==> src/rtl/rf_writeback_queue.sv <==
// In-order writeback FIFO between execution units and the register file write port,
// with a youngest-match bypass lookup over the queued results.
module rf_writeback_queue #(
    parameter int unsigned DEPTH = 4,
    parameter int unsigned XLEN  = 32,
    parameter int unsigned AW    = 5,
    localparam int unsigned CW   = $clog2(DEPTH + 1),
    localparam int unsigned PW   = $clog2(DEPTH)
) (
    input  logic            clk,
    input  logic            reset,
    input  logic            in_valid,
    output logic            in_ready,
    input  logic [AW-1:0]   in_rd,
    input  logic [XLEN-1:0] in_data,
    input  logic            rf_stall,
    output logic            rf_write_enable,
    output logic [AW-1:0]   rf_rd,
    output logic [XLEN-1:0] rf_rd_data,
    input  logic [AW-1:0]   rs1,
    input  logic [AW-1:0]   rs2,
    output logic            rs1_hit,
    output logic            rs2_hit,
    output logic [XLEN-1:0] rs1_fwd_data,
    output logic [XLEN-1:0] rs2_fwd_data,
    output logic [CW-1:0]   count,
    output logic            empty
);

    logic [AW-1:0]   r_rd   [DEPTH];
    logic [XLEN-1:0] r_data [DEPTH];
    logic [PW-1:0]   r_wp;
    logic [PW-1:0]   r_rp;
    logic [CW-1:0]   r_count;

    logic            w_push;
    logic            w_pop;
    logic [PW-1:0]   w_idx;

    assign empty           = (r_count == '0);
    assign count           = r_count;
    assign in_ready        = (r_count != CW'(DEPTH));
    assign rf_write_enable = !empty && !rf_stall;
    assign rf_rd           = empty ? '0 : r_rd[r_rp];
    assign rf_rd_data      = empty ? '0 : r_data[r_rp];

    // x0 results complete the handshake but never occupy a slot
    assign w_push = in_valid && in_ready && (in_rd != '0);
    assign w_pop  = rf_write_enable;

    always_ff @(posedge clk or posedge reset) begin
        if (reset) begin
            r_wp    <= '0;
            r_rp    <= '0;
            r_count <= '0;
            for (int i = 0; i < DEPTH; i++) begin
                r_rd[i]   <= '0;
                r_data[i] <= '0;
            end
        end else begin
            if (w_push) begin
                r_rd[r_wp]   <= in_rd;
                r_data[r_wp] <= in_data;
                r_wp         <= r_wp + 1'b1;
            end
            if (w_pop) begin
                r_rp <= r_rp + 1'b1;
            end
            case ({w_push, w_pop})
                2'b10:   r_count <= r_count + 1'b1;
                2'b01:   r_count <= r_count - 1'b1;
                default: r_count <= r_count;
            endcase
        end
    end

    // Walk oldest to youngest so the last match seen is the youngest one
    always_comb begin
        rs1_hit      = 1'b0;
        rs2_hit      = 1'b0;
        rs1_fwd_data = '0;
        rs2_fwd_data = '0;
        w_idx        = '0;
        for (int k = 0; k < DEPTH; k++) begin
            w_idx = r_rp + PW'(k);
            if (CW'(k) < r_count) begin
                if ((rs1 != '0) && (r_rd[w_idx] == rs1)) begin
                    rs1_hit      = 1'b1;
                    rs1_fwd_data = r_data[w_idx];
                end
                if ((rs2 != '0) && (r_rd[w_idx] == rs2)) begin
                    rs2_hit      = 1'b1;
                    rs2_fwd_data = r_data[w_idx];
                end
            end
        end
    end

endmodule

==> config.mk <==
export PLATFORM = sky130hd
export DESIGN_NAME = rf_writeback_queue
export DESIGN_NICKNAME = d
export VERILOG_FILES = /design/src/rtl/rf_writeback_queue.sv
export SDC_FILE = /design/constraint.sdc
export NUM_CORES = 1
export LEC_CHECK = 0
export ABC_CLOCK_PERIOD_IN_PS = 8750
export BUFFER_PORTS_ARGS = -buffer_cell sky130_fd_sc_hd__buf_2
export CAP_MARGIN = 0
export CORE_ASPECT_RATIO = 0.9
export CORE_MARGIN = 3
export CORE_UTILIZATION = 30
export CTS_CLUSTER_SIZE = 12
export DETAILED_ROUTE_END_ITERATION = 8
export SLEW_MARGIN = 20
export SYNTH_ARGS = -nofsm -noshare
export SYNTH_HDL_FRONTEND = slang
export SYNTH_SLANG_ARGS = --single-unit
==> constraint.sdc <==
create_clock -name clk -period 8.75 [get_ports clk]
set_input_delay 0.4375 -clock clk [delete_from_list [all_inputs] [get_ports clk]]
set_output_delay 0.4375 -clock clk [all_outputs]
set_load 0.03 [all_outputs]
==> results of run 1 <==
-- synth_stat cells (2+ instances only) --
cell type | count | share of area
a31oi_1 | 64 | 0.031
nand2_1 | 81 | 0.024
nand4_1 | 3 | 0.0015
nor2_1 | 103 | 0.030
and2_1 | 7 | 0.0034
dfrtp_1 | 155 | 0.30
o31ai_1 | 32 | 0.019
or3_1 | 25 | 0.012
nor2b_1 | 6 | 0.0029
a211oi_1 | 5 | 0.0029
xor2_1 | 7 | 0.0048
mux2_2 | 191 | 0.17
o211a_1 | 2 | 0.0016
clkbuf_1 | 76 | 0.022
nor3_1 | 80 | 0.031
a211oi_2 | 30 | 0.029
buf_2 | 28 | 0.011
buf_6 | 9 | 0.0079
o21ai_0 | 71 | 0.028
buf_4 | 2 | 0.0012
mux4_2 | 19 | 0.033
mux2i_1 | 147 | 0.11
xnor2_1 | 34 | 0.023
buf_1 | 13 | 0.0038
inv_1 | 40 | 0.012
ha_1 | 8 | 0.0078
a221oi_1 | 3 | 0.0021
a21oi_1 | 50 | 0.020
o21a_1 | 31 | 0.018
nand3_1 | 30 | 0.012
a211o_1 | 3 | 0.0021
nand3b_1 | 7 | 0.0041
-- cells by family after synthesis --
family / Yosys count
adder cells (fa/ha/maj): 8
XOR/XNOR: 42
AND/OR/NAND/NOR: 349
multiplexers: 357
buffers and inverters: 169
AO/OA/AOI/OAI: 298
flip-flops: 155
-- metal layers --
layer / up-vias / track usage
li1: 5180 / -
met1: 5623 / 0.2364
met2: 479 / 0.2937
met3: 62 / 0.04226
met4: 4 / 0.04957
met5: - / 0
-- registers in the layout, indices dropped and copies added, names as in the netlist --
name and cells:
r_wp 2, r_rd 20, r_rp 2, r_data 128
count 3
-- through the flow --
stage	utilization	hold slack (ns)	setup slack (ns)	instance area (sq um)	std cells
after floorplan	-	0.4923	4.134	12800	1378
after global placement	0.3317	0.5045	3.729	13910	1973
after detailed placement	0.3317	0.5132	3.721	13910	1973
after CTS	0.3453	0.2300	3.240	14480	2004
after global routing	0.3461	0.2754	2.884	14510	2006
final	0.3461	0.1979	3.154	14510	2007
-- area by class of cell --
class                           instances  area, sq um  area share
Multi-Input combinational cell       1054         8249      0.5684
Sequential cell                       155         3886      0.2678
Timing Repair Buffer                  177        950.9     0.06552
Tap cell                              547        684.4     0.04716
Clock buffer                           18        439.2     0.03026
Inverter                               41        163.9     0.01129
Clock inverter                         13        133.9    0.009225
Antenna cell                            2        5.005   0.0003449
-- worst max-delay path by stage --
stage                       endpoint  slack, ns  startpoint  cells past startpoint
detailed placement  rs1_fwd_data[28]       3.72     r_rp[0]                      8
CTS                 rs1_fwd_data[31]       3.24     r_rp[0]                      8
global placement    rs1_fwd_data[31]       3.73     r_rp[0]                      8
floorplan                   count[0]       4.13       reset                      1
finish              rs1_fwd_data[23]       3.15     r_rp[0]                      8
global route        rs1_fwd_data[22]       2.88     r_rp[0]                      8
==> run metrics, run 1 <==
status completed; Site Rows 71; initial antenna violation count 5; PortBufs 159; Post-CTS Setup Bufs 0; Simple-Gate Fraction of Synth Area 0.1256; Final nets 1505; RSZ-0062 raised after global routing false; Startpoint Class flip-flop; Layout area overhead 13.37%; DR pass1 iterations 5; Die X 223.7 um; full die area 45190 sq um; worst r2r dst r_rp[1]; Yosys reg bits 155; Met2 Routed Length 19340 um; largest net degree at the start of global routing 96; CTS tree built; Synth Warn # 0; CTS max path bufs 2; via count 11348; Min-Delay Path Class in -> async; clk_lat worst skew 0.43 ns; Die Y 202.0 um; worst path required time 8.31 ns; commonest cells after routing, fill and taps aside mux2_2 (191), buf_2 (159), dfrtp_1 (153); Worst-path clk slew 0.07 ns; fin crit share 0.6396; routability cong. 0.8965; maxcap violations 0; Critical Path AT 5.16 ns; commonest non-fill, non-tap cell in the layout mux2_2; CP max stage delay 0.96 ns; CTS Hold Buffers Added 0; Syn Inst Count 1378; post-synthesis xor/xnor area fraction 0.02932; Root Driver clkbuf_16; total grt overflow 0; worst setup path category reg -> out; crit path buf inv count 2; CP endpoint kind output port; CP max-delay cell or2_2; Peak Freq 0.1787 GHz; Post-synth EDFFs 0; vias in the first global route 11140; Mapped Area 12800 sq um; Routed WL per cell 20.74 um; Slew HR 0.3028; Max FO, Critical Path 57; met3 wire len 3094 um; DRT iter0 DRCs 939; Avg Inst Size Synth 9.290 sq um; Resize count post-CTS 0; ys async rst share 1.000; H-tree depth 4; Synth Net Count 1437; filler cell count 4328; proportion of layout cells with a drive suffix above 1 0.3224; Starting Density 0.3053; sequential element share of the synthesized area 0.3030; Routed WL 41630 um; crit-path cells buf_4, mux4_2, xnor2_1, nand3_2, or2_2, a31oi_1, a211oi_2, buf_2; setup TNS 0 ns; Worst R2R Start r_rp[1]; Netlist cell types 48; CTS buffer count 17; total track usage 0.1789; Slew Limit Fails 0; final hold vios 0; CTS sink cnt 155; critical path's top delay family simple AND/OR/NAND/NOR gates; Avg Vias per Cell 5.654; Compound-Gate Fraction of Synth Area 0.1597; Synth Flop Type dfrtp_1; core footprint 41930 sq um; Slew @ Worst Pin 1.046 ns; R2R setup slack 5.91 ns; dpl hpwl 27540 um; highest metal used met5; post-detailed-route count of antenna-violating nets 0; first-pass GRT wire length 63870 um; Clock Skews 0.01153 ns; Final min period 5.596 ns; Worst Reg2Reg Path Length in Cells 3; largest family of logic cells by synthesized area multiplexers; mux contribution to synthesized area 0.3164; wl on met1 18390 um; drt drc 0; final setup fails 0; io pins 160; Synth Area in Adders 0.007819
Power of run 1 is left out: the tool's default activity adds up to more than one toggle a clock period on the data nets, which glitch-free logic cannot reach.
==> run 2, diff against run 1 <==
ABC_CLOCK_PERIOD_IN_PS = 5500   (was 8750)
clock period = 5.5 ns   (was 8.75 ns; I/O delays follow)
==> run 2 against run 1 <==
Against the previous run:
- final area grew 0.58%
- global-route usage grew 0.069 points
- highest routed layer unchanged
- die area is the same
- register-to-register slack lost 3.0 ns
- sequential cell count is the same
- final cell count is essentially flat
- critical path depth grew 1
- sequential share of layout area shrank 0.15 points
- first-iteration DRC count grew 3.0%
- worst setup slack lost 2.5 ns
==> run metrics, run 2 (synthesis gave the netlist of run 1 again) <==
worst setup path category reg -> out (unchanged); final hold vios 0 (unchanged); maxcap violations 0 (unchanged); core footprint 41930 sq um (unchanged); initial antenna violation count 4 (was 5); Site Rows 71 (unchanged); Startpoint Class flip-flop (unchanged); Worst Setup EP rs2_fwd_data[2] (was rs1_fwd_data[23]); Non-Filler Instances 2009 (was 2007); filler cell count 4264 (was 4328); placed cells 1976 (was 1973); Avg Vias per Cell 5.613 (was 5.654); GR met1 Demand/Resource 0.2501 (was 0.2364); Multi-input gate area 8249 sq um (unchanged); DRT iter0 DRCs 967 (was 939); CTS tree built (unchanged); routability cong. 0.8875 (was 0.8965); CP max stage delay 0.90 ns (was 0.96 ns); Max FO, Critical Path 59 (was 57); total grt overflow 0 (unchanged); Slew HR 0.3088 (was 0.3028); Min-Delay Path Class in -> async (unchanged); Routed WL 41680 um (was 41630 um); CTS Hold Buffers Added 0 (unchanged); commonest non-fill, non-tap cell in the layout mux2_2 (unchanged); drt drc 0 (unchanged); dpl hpwl 27880 um (was 27540 um); total track usage 0.1796 (was 0.1789); R2R setup slack 2.94 ns (was 5.91 ns); Clock Skews 0.006383 ns (was 0.01153 ns); setup TNS 0 ns (unchanged); gr busiest metal met2 (unchanged); proportion of layout cells with a drive suffix above 1 0.3238 (was 0.3224); Layout area overhead 14.03% (was 13.37%); CTS max path bufs 2 (unchanged); Worst R2R Start count[0] (was r_rp[1]); CP max-delay cell dfrtp_4 (was or2_2); worst path required time 5.22 ns (was 8.31 ns); Post-CTS Setup Bufs 0 (unchanged); DR pass1 iterations 5 (unchanged); H-tree depth 4 (unchanged); Reg area 3886 sq um (unchanged); Biggest register r_data (unchanged); met2 usage 0.2863 (was 0.2937); CP startpoint r_rp[0] (unchanged); vias in the first global route 10913 (was 11140); Die X 223.7 um (unchanged); final setup fails 0 (unchanged); Die Y 202.0 um (unchanged); CTS sink cnt 155 (unchanged); Routed WL per cell 20.75 um (was 20.74 um); PortBufs 159 (unchanged); CP endpoint kind output port (unchanged); Resize count post-CTS 0 (unchanged); Critical Path AT 4.60 ns (was 5.16 ns); Final nets 1507 (was 1505); largest net degree at the start of global routing 94 (was 96); commonest cells after routing, fill and taps aside mux2_2 (191), buf_2 (159), dfrtp_1 (153) (unchanged); most used cell along the critical path buf_4; Worst-path clk slew 0.07 ns (about the same); Final min period 4.877 ns; Starting Density 0.3053 (unchanged); RSZ-0062 raised after global routing false (unchanged); crit-path cells buf_4, mux4_2, xnor2_1, nand4_1, buf_4, nor3_1, a31oi_1, a21oi_1, buf_2 (was buf_4, mux4_2, xnor2_1, nand3_2, or2_2, a31oi_1, a211oi_2, buf_2); full die area 45190 sq um (unchanged); Slew Limit Fails 0 (unchanged); first-pass GRT wire length 64120 um (was 63870 um); CTS buffer count 17 (unchanged); Worst Reg2Reg Path Length in Cells 8 (was 3); worst r2r dst r_data[44] (was r_rp[1]); clk_lat worst skew 0.43 ns (about the same); io pins 160 (unchanged); Peak Freq 0.2051 GHz; fin crit share 0.8867; status completed (unchanged); max reg flops 128 (unchanged); post-detailed-route count of antenna-violating nets 0 (unchanged); Slew @ Worst Pin 1.034 ns (was 1.046 ns); via count 11277 (was 11348); GR Util met3 0.03471 (was 0.04226); Root Driver clkbuf_16 (unchanged)
-- run 2: worst min-delay path by stage --
stage / startpoint / to / slack [ns] / cells past startpoint
global route: reset / r_data[25] / 0.08 / 2
global placement: r_data[95] / r_data[95] / 0.50 / 1
floorplan: in_data[0] / r_data[0] / 0.43 / 1
finish: reset / r_data[24] / 0.01 / 2
CTS: reset / r_data[24] / 0.06 / 2
detailed placement: r_data[23] / r_data[23] / 0.51 / 1
-- run 2: critical path, delay by kind of cell, from the launching register on --
family          cells  cell delay, ns
simple gates        2            0.97
mux                 1            0.42
compound gates      2            0.37
buf+inv             3            1.31
xor+xnor            1            0.15
flops               1            0.90
-- run 2: stage by stage --
stage / setup WS (ns) / instance area [sq um] / util / hold WS (ns)
after global placement: 1.200 / 13930 / 0.3322 / 0.5030
final: 0.6232 / 14600 / 0.3481 / 0.01291
after floorplan: 1.047 / 12800 / - / 0.4256
after CTS: 0.6204 / 14590 / 0.3481 / 0.06306
after global routing: 0.2290 / 14590 / 0.3481 / 0.08389
after detailed placement: 1.087 / 13930 / 0.3322 / 0.5120
-- run 2: final cells by class --
type,instances,share of cell area
Timing Repair Buffer,179,0.06480
Antenna cell,1,0.0001714
Tap cell,547,0.04689
Clock inverter,13,0.01449
Inverter,41,0.01123
Clock buffer,19,0.03103
Sequential cell,155,0.2662
Multi-Input combinational cell,1054,0.5651
-- run 2: per-layer routing --
metal | vias to the layer above | wire length [um]
met1 | 5545 | 19110
met4 | 2 | 836
met3 | 63 | 2695
met5 | - | 13
met2 | 484 | 19020
li1 | 5183 | -
Power of run 2 is left out for the same reason.
